$ cat src/rtl/pipe_fetch_if.sv
// Instruction-memory fetch channel: req/addr out, ack/rdata back.
// The ack may be combinational on req (zero-wait memory).
interface pipe_fetch_if;
    logic        imem_req;
    logic [31:0] imem_addr;
    logic        imem_ack;
    logic [31:0] imem_rdata;

    modport master (output imem_req, output imem_addr, input imem_ack, input imem_rdata);
    modport slave  (input imem_req, input imem_addr, output imem_ack, output imem_rdata);
endinterface

$ cat src/rtl/pipe_fetch.sv
// Fetch stage plus IF/ID register: owns the PC, fetches over a wait-state
// tolerant handshake, applies delayed-branch redirects and load-use stalls.
module pipe_fetch #(
    parameter logic [31:0] RESET_PC = 32'h0000_0000
) (
    input  logic               clock,
    input  logic               resetn,
    input  logic               stall,
    input  logic [1:0]         pcsource,
    input  logic [31:0]        bpc,
    input  logic [31:0]        rpc,
    input  logic [31:0]        jpc,
    pipe_fetch_if.master       imem,
    output logic [31:0]        pc,
    output logic [31:0]        dinst,
    output logic [31:0]        dpc4,
    output logic               dvalid
);
    typedef enum logic {S_FETCH = 1'b0, S_HOLD = 1'b1} state_t;

    state_t      r_state, w_state_nxt;
    logic [31:0] r_pc, r_dinst, r_dpc4, r_sk_inst, r_redir_pc;
    logic        r_dvalid, r_redir_pend;

    logic        w_deliver, w_redir;
    logic [31:0] w_word, w_target, w_pc4, w_npc;

    assign w_pc4     = r_pc + 32'd4;
    assign w_deliver = ~stall & ((r_state == S_FETCH) ? imem.imem_ack : 1'b1);
    assign w_word    = (r_state == S_HOLD) ? r_sk_inst : imem.imem_rdata;
    // The instruction currently in ID is a taken branch/jump leaving this cycle.
    assign w_redir   = r_dvalid & ~stall & (pcsource != 2'b00);

    always_comb begin
        w_target = w_pc4;
        case (pcsource)
            2'b01:   w_target = bpc;
            2'b10:   w_target = rpc;
            2'b11:   w_target = jpc;
            default: w_target = w_pc4;
        endcase
    end

    always_comb begin
        w_npc = w_pc4;
        if (w_redir)           w_npc = w_target;
        else if (r_redir_pend) w_npc = r_redir_pc;
    end

    // FSM: state register
    always_ff @(posedge clock or negedge resetn) begin
        if (!resetn) r_state <= S_FETCH;
        else         r_state <= w_state_nxt;
    end

    // FSM: next state
    always_comb begin
        w_state_nxt = r_state;
        case (r_state)
            S_FETCH: if (imem.imem_ack && stall) w_state_nxt = S_HOLD;
            S_HOLD:  if (!stall)                 w_state_nxt = S_FETCH;
            default: w_state_nxt = S_FETCH;
        endcase
    end

    // FSM: outputs
    always_comb begin
        imem.imem_req  = (r_state == S_FETCH);
        imem.imem_addr = r_pc;
    end

    always_ff @(posedge clock or negedge resetn) begin
        if (!resetn) begin
            r_pc         <= RESET_PC;
            r_dinst      <= 32'h0;
            r_dpc4       <= 32'h0;
            r_dvalid     <= 1'b0;
            r_sk_inst    <= 32'h0;
            r_redir_pend <= 1'b0;
            r_redir_pc   <= 32'h0;
        end else begin
            if (w_deliver) begin
                r_pc     <= w_npc;
                r_dinst  <= w_word;
                r_dpc4   <= w_pc4;
                r_dvalid <= 1'b1;
            end else if (!stall) begin
                // Fetch still waiting on memory: push a bubble into ID.
                r_dinst  <= 32'h0;
                r_dpc4   <= 32'h0;
                r_dvalid <= 1'b0;
            end

            if (r_state == S_FETCH && imem.imem_ack && stall)
                r_sk_inst <= imem.imem_rdata;

            // Target waits here until the delay slot is delivered.
            if (w_deliver) begin
                r_redir_pend <= 1'b0;
            end else if (w_redir) begin
                r_redir_pend <= 1'b1;
                r_redir_pc   <= w_target;
            end
        end
    end

    assign pc     = r_pc;
    assign dinst  = r_dinst;
    assign dpc4   = r_dpc4;
    assign dvalid = r_dvalid;
endmodule

$ cat src/flat_wrapper.sv
// flat-port wrapper written by rule: the top's interface ports become plain ports
module pipe_fetch_flat 
#(
    parameter logic [31:0] RESET_PC = 32'h0000_0000
)
  (clock, resetn, stall, pcsource, bpc, rpc, jpc, pc, dinst, dpc4, dvalid, imem_imem_req, imem_imem_addr, imem_imem_ack, imem_imem_rdata);
  pipe_fetch_if imem_i ();
  input  logic clock;
  input  logic resetn;
  input  logic stall;
  input  logic [1:0] pcsource;
  input  logic [31:0] bpc;
  input  logic [31:0] rpc;
  input  logic [31:0] jpc;
  output logic [31:0] pc;
  output logic [31:0] dinst;
  output logic [31:0] dpc4;
  output logic dvalid;
  output wire logic [$bits(imem_i.imem_req)-1:0] imem_imem_req;
  output wire logic [$bits(imem_i.imem_addr)-1:0] imem_imem_addr;
  input wire logic [$bits(imem_i.imem_ack)-1:0] imem_imem_ack;
  input wire logic [$bits(imem_i.imem_rdata)-1:0] imem_imem_rdata;
  assign imem_imem_req = imem_i.imem_req;
  assign imem_imem_addr = imem_i.imem_addr;
  assign imem_i.imem_ack = imem_imem_ack;
  assign imem_i.imem_rdata = imem_imem_rdata;
  pipe_fetch #(.RESET_PC(RESET_PC)) u_core (.clock(clock), .resetn(resetn), .stall(stall), .pcsource(pcsource), .bpc(bpc), .rpc(rpc), .jpc(jpc), .imem(imem_i), .pc(pc), .dinst(dinst), .dpc4(dpc4), .dvalid(dvalid));
endmodule
$ cat config.mk
export PLATFORM = sky130hd
export DESIGN_NAME = pipe_fetch_flat
export DESIGN_NICKNAME = d
export VERILOG_FILES = /design/src/rtl/pipe_fetch_if.sv /design/src/rtl/pipe_fetch.sv /design/src/flat_wrapper.sv
export SDC_FILE = /design/constraint.sdc
export NUM_CORES = 1
export LEC_CHECK = 0
export ABC_AREA = 1
export CORE_ASPECT_RATIO = 0.8
export CORE_MARGIN = 4
export CORE_UTILIZATION = 52
export DETAILED_ROUTE_END_ITERATION = 7
export PLACE_DENSITY = 0.89
export SYNTH_ARGS = -nofsm -noshare
export SYNTH_HDL_FRONTEND = slang
export SYNTH_SLANG_ARGS = --single-unit
$ cat constraint.sdc
create_clock -name clock -period 4.5 [get_ports clock]
set_input_delay 0.9 -clock clock [delete_from_list [all_inputs] [get_ports clock]]
set_output_delay 0.9 -clock clock [all_outputs]
set_load 0.05 [all_outputs]
==> results of run 1 <==
[worst paths after layout]
check | startpoint | endpoint | cells past startpoint
max in group asynchronous | resetn | u_core.imem.imem_addr[3] | 2
min in group clock | u_core.dinst[28] | u_core.dinst[28] | 2
worst max register to register | u_core.r_state | u_core.imem.imem_addr[10] | 6
worst min-delay path | resetn | u_core.dpc4[4] | 1
worst min register to register | u_core.dinst[28] | u_core.dinst[28] | 2
worst max-delay path | pcsource[0] | u_core.r_redir_pc[5] | 9
[cell usage after synthesis, drive strengths merged, types with 2 or more instances]
library cell,count
a22o,12
clkbuf,32
o211ai,2
nor2,59
a31oi,9
o31ai,3
nor3,3
inv,93
o21ai,140
o21bai,5
xor2,12
nand3b,3
nand3,79
nand4,13
o21a,11
a221oi,2
nand2,439
a21oi,35
buf,60
dfrtp,163
o22ai,2
o2111ai,3
[report_power, final]
group	leakage (µW)	total, µW	switching [µW]	internal (µW)
clock	0.000285	1480	645	833
combinational	0.00324	2550	1720	834
sequential	0.00204	2090	313	1770
[cells by family (layout without fill, tap and decap cells)]
group	Yosys count	count (layout)	share of synthesized area (%)
AND/OR/NAND/NOR	596	596	28.4
flip-flops	163	163	45.8
adder cells (fa/ha/maj)	1	1	0.141
multiplexers	1	1	0.127
AO/OA/AOI/OAI	227	227	14.3
XOR/XNOR	13	13	1.45
buffers and inverters	186	400	9.77
[area by class of cell]
class,count,area (µm²)
fillers,1247,4670
well taps,220,275
repair buffers,274,2720
clock inverters,15,171
multi-input cells,838,3960
clock buffers,17,425
inverters,94,355
flip-flops and latches,163,4080
[metrics by stage]
stage	area [µm²]	utilization, %	power, µW	hold slack [ns]	setup slack [ns]
after floorplan	8900	-	3760	0.442	2.31
after global placement	11400	68.4	4570	0.455	1.16
after detailed placement	11400	68.4	4620	0.460	1.03
after CTS	12000	72.0	6110	0.364	1.48
after global routing	12000	72.0	6380	0.379	1.27
final	12000	72.0	6120	0.359	1.41
[layer usage]
metal	track usage, %	routed length [µm]	up-vias
met5	0	0	-
met4	10.4	736	0
met3	9.74	3470	61
met2	44.7	13100	544
met1	38.3	11200	4181
li1	-	-	4212
[critical path, stage by stage]
cell             delay [ns]
clkdlybuf4s50_1        0.56
inv_2                  0.08
nand2_2                0.32
nand2_2                0.17
nor2_8                 0.13
inv_4                  0.15
nor2_8                 0.52
inv_2                  0.31
o21ai_0                0.27
[registers in the layout (all words and copies together) (netlist names)]
register / cells
u_core.r_redir_pc: 32
u_core.dvalid: 1
u_core.r_state: 1
u_core.dinst: 32
u_core.imem.imem_addr: 32
u_core.dpc4: 32
u_core.r_redir_pend: 1
u_core.r_sk_inst: 32
==> summary.md, run 1 <==
| Metric | Value |
|---|---|
| TritonCTS clock tree | `yes` |
| Top-area cell type share of the netlist area | `45.8%` |
| Gpl congestion | `0.960` |
| Period minus WS final | `3.09 ns` |
| Leading area contributor after synthesis | `dfrtp_1` |
| Gr ovfl total | `0` |
| Post-CTS Setup Bufs | `0` |
| Worst Tran Pin Value | `0.886 ns` |
| Worst skew pair latency | `0.43 ns` |
| Max_slew headroom | `40.9%` |
| # clock sinks | `163` |
| CP required | `4.84 ns` |
| GRT Overall Usage | `29.0%` |
| Number of setup violations in the final report | `0` |
| Starting Density | `53.4%` |
| Dominant synthesized flop cell | `dfrtp_1` |
| Rows | `42` |
| Most frequent cells in the layout | `433 x nand2_1, 261 x clkdlybuf4s50_1, 163 x dfrtp_1` |
| Fin crit share | `68.6%` |
| Drc violations | `0` |
| Area of the die | `0.0193 mm²` |
| Fin. Hold Viols | `0` |
| H-tree depth | `4` |
| Max-slew violations | `0` |
| Post-Synthesis Cell Area | `0.00890 mm²` |
| Min-Delay Path Class | `input port to async pin` |
| Synth top area cells | `dfrtp_1 46%, nand2_1 18%, o21ai_0 7.5%, nand3_1 4.4%, inv_1 3.8%` |
| Share of cells above drive strength 1 | `5.57%` |
| Die X | `154 µm` |
| Clock Tree Buf Depth | `2` |
| Clock root buffer | `clkbuf_16` |
| Leak Pwr | `0.00556 µW` |
| Reg2reg setup slack | `2.05 ns` |
| Drt wl/cell | `17.5 µm` |
| Dpl hpwl | `20200 µm` |
| Antenna diode count | `0` |
| Count of different cell masters after synthesis | `41` |
| CP endpoint kind | `flop` |
| Initial DRT Pass Iterations | `6` |
| Initial DRC Count | `870` |
| Setup TNS | `0 ns` |
| Max Clock Freq | `0.324 GHz` |
| RSZ-0062 raised after global routing | `false` |
| Inst Count DP | `1589` |
| Clock transition at path regs | `0.06 ns` |
| Post-route ant nets | `0` |
| Worst VDD drop | `308 µV` |
| First-pass GRT wire length | `44700 µm` |
| WP data arrival | `3.42 ns` |
| Core area | `0.0167 mm²` |
| EDFF count, synth | `0` |
| I/O Buffers | `263` |
| Status | `completed` |
| Post-CTS resize count | `0` |
| Hold_buf cts | `0` |
| Crit Path Category | `input port to flop` |
| Initial antenna violation count | `0` |
| Type of origin of the critical path | `input port` |
| Non-filler cells, final | `1621` |
| Vias | `8998` |
| Skew final | `0.00622 ns` |
| Crit Path Max Fanout | `45` |
| TritonCTS buffer count | `17` |
| Avg Vias per Cell | `5.55` |
| Power density cells | `510 mW/mm²` |
| Synth warn | `0` |
| Syn_nets | `1322` |
| Commonest non-fill, non-tap cell in the layout | `nand2_1` |
| Async SR Flop Fraction | `100%` |
| Total wire length | `28400 µm` |
| Die height | `125 µm` |
| Area Overhead vs Synth | `34.7%` |
| Final net count | `1523` |
| Register area share after synthesis | `45.8%` |
| Number of synthesized register bits | `163` |
| Max_cap viols | `0` |
| Largest net degree at the start of global routing | `129` |
| Via count of the first global-routing pass | `8602` |
| IO Pins | `264` |
| Synthesized area per cell | `7.50 µm²` |
| Gate Count Post-Synth | `1187` |
Note: power is estimated with default switching activity, not from simulation.
==> inputs of run 2 (changes only) <==
- CORE_UTILIZATION: 52 -> 43
- PLACE_DENSITY: 0.89 -> 0.79
- clock period: 4.5 -> 2.8 ns (I/O delays scaled with it)
==> summary.md, run 2 (synthesis results as in run 1) <==
| Metric | Value |
|---|---|
| Status | `completed` |
| Clock root buffer | `clkbuf_16` |
| Hold_buf cts | `0` |
| Dpl hpwl | `21200 µm` |
| Largest net degree at the start of global routing | `86` |
| IO Pins | `264` |
| Power density cells | `802 mW/mm²` |
| Depth of the most critical reg-to-reg path | `10` |
| Avg Vias per Cell | `5.29` |
| Grt met1 use | `33.3%` |
| Leak Pwr | `0.00564 µW` |
| Number of setup violations in the final report | `0` |
| Area Overhead vs Synth | `37.0%` |
| Initial DRC Count | `774` |
| Fillers | `1743` |
| Drt wl/cell | `17.2 µm` |
| Drc violations | `0` |
| Clock Tree Buf Depth | `2` |
| RSZ-0062 raised after global routing | `false` |
| Period minus WS final | `2.46 ns` |
| Switching Power | `4370 µW` |
| Core area | `0.0201 mm²` |
| I/O Buffers | `263` |
| Skew final | `0.0125 ns` |
| Initial antenna violation count | `0` |
| TritonCTS buffer count | `17` |
| Post-CTS resize count | `0` |
| GRT Overall Usage | `24.6%` |
| Reg2reg setup slack | `0.76 ns` |
| Max-slew violations | `0` |
| Setup TNS | `0 ns` |
| Switch share | `44.7%` |
| Post-route ant nets | `0` |
| Critical-path cell list | `clkdlybuf4s50_1` |
| Final net count | `1535` |
| Worst path max stage delay | `0.88 ns` |
| Vias | `8879` |
| CP endpoint kind | `output port` |
| Most frequent cells in the layout | `433 x nand2_1, 260 x clkdlybuf4s50_1, 163 x dfrtp_1` |
| Clk pwr share | `23.7%` |
| Slowest-stage cell, CP | `clkdlybuf4s50_1` |
| GR Util met2 | `37.7%` |
| Starting Density | `44.3%` |
| Fin. Hold Viols | `0` |
| Worst skew pair latency | `0.44 ns` |
| Final setup margin | `0.340 ns` |
| Crit-path leading delay family | `buffers and inverters` |
| Commonest non-fill, non-tap cell in the layout | `nand2_1` |
| Gr ovfl total | `0` |
| Worst r2r dst | `u_core.imem.imem_addr[19]` |
| Fin crit share | `87.9%` |
| Rows | `46` |
| Die height | `137 µm` |
| Gpl congestion | `0.962` |
| # clock sinks | `163` |
| Seq pwr share | `34.3%` |
| Combinational share of power | `41.9%` |
| Crit Path Max Fanout | `7` |
| Total wire length | `28900 µm` |
| Worst VDD drop | `585 µV` |
| H-tree depth | `4` |
| Crit Path Category | `flop to output port` |
| RR Startpoint | `u_core.imem.imem_addr[12]` |
| Max_cap viols | `0` |
| WP buf/inv | `1` |
| Type of origin of the critical path | `flop` |
| Area of the die | `0.0231 mm²` |
| Busiest grt layer | `met2` |
| Min-Delay Path Class | `input port to async pin` |
| Max_slew headroom | `41.2%` |
| Power Internal | `5410 µW` |
| Clock transition at path regs | `0.07 ns` |
| Post-place setup slack | `0.234 ns` |
| Initial DRT Pass Iterations | `7` |
| Max Clock Freq | `0.406 GHz` |
| WP data arrival | `1.90 ns` |
| Die X | `169 µm` |
| Share of cells above drive strength 1 | `6.44%` |
| Met3 usage | `8.03%` |
| TritonCTS clock tree | `yes` |
| Post-CTS Setup Bufs | `0` |
| First-pass GRT wire length | `44900 µm` |
| CP required | `2.24 ns` |
| Via count of the first global-routing pass | `8379` |
| Worst Tran Pin Value | `0.881 ns` |
==> run 2: power groups by stage <==
stage	clock, µW	combinational [µW]	sequential (µW)
floorplan	0	1770	4280
global placement	0	4040	3360
detailed placement	0	4100	3380
CTS	2340	4110	3350
global route	2450	4350	3420
finish	2320	4100	3360
==> run 2: stage by stage <==
| step | total power [µW] | instances | utilization (%) | hold slack [ns] | area (µm²) |
|---|---|---|---|---|---|
| 3_5_place_dp | 7480 | 1645 | 57.7 | 0.466 | 11600 |
| 6_report | 9770 | 1678 | 60.7 | 0.0177 | 12200 |
| 5_1_grt | 10200 | 1677 | 60.7 | 0.0328 | 12200 |
| 2_1_floorplan | 6050 | 1187 | - | 0.264 | 8900 |
| 3_3_place_gp | 7410 | 1645 | 57.7 | 0.457 | 11600 |
| 4_1_cts | 9800 | 1677 | 60.7 | 0.0169 | 12200 |
==> run 2: routing by layer <==
metal	routed length (µm)	part of all wire, %
met2	12800	44
met4	695	2.4
met1	12100	42
met5	0	0
met3	3230	11
==> run 2: layout make-up <==
type | instances | area [µm²] | share of cell area [%]
Antenna cell | 1 | 2.50 | 0.0205
Clock buffer | 17 | 425 | 3.49
Clock inverter | 15 | 161 | 1.32
Inverter | 94 | 355 | 2.92
Multi-Input combinational cell | 838 | 3960 | 32.5
Sequential cell | 163 | 4080 | 33.5
Tap cell | 264 | 330 | 2.71
Timing Repair Buffer | 286 | 2870 | 23.6
==> run 2: worst max path at each step <==
stage	startpoint	endpoint	cells past startpoint
4_1_cts	u_core.imem.imem_addr[20]	imem_imem_addr[20]	1
2_1_floorplan	u_core.imem.imem_addr[2]	u_core.imem.imem_addr[28]	10
3_3_place_gp	pcsource[0]	u_core.r_redir_pc[30]	10
5_1_grt	u_core.imem.imem_addr[20]	imem_imem_addr[20]	1
6_report	u_core.imem.imem_addr[13]	pc[13]	1
3_5_place_dp	pcsource[0]	u_core.r_redir_pc[30]	10
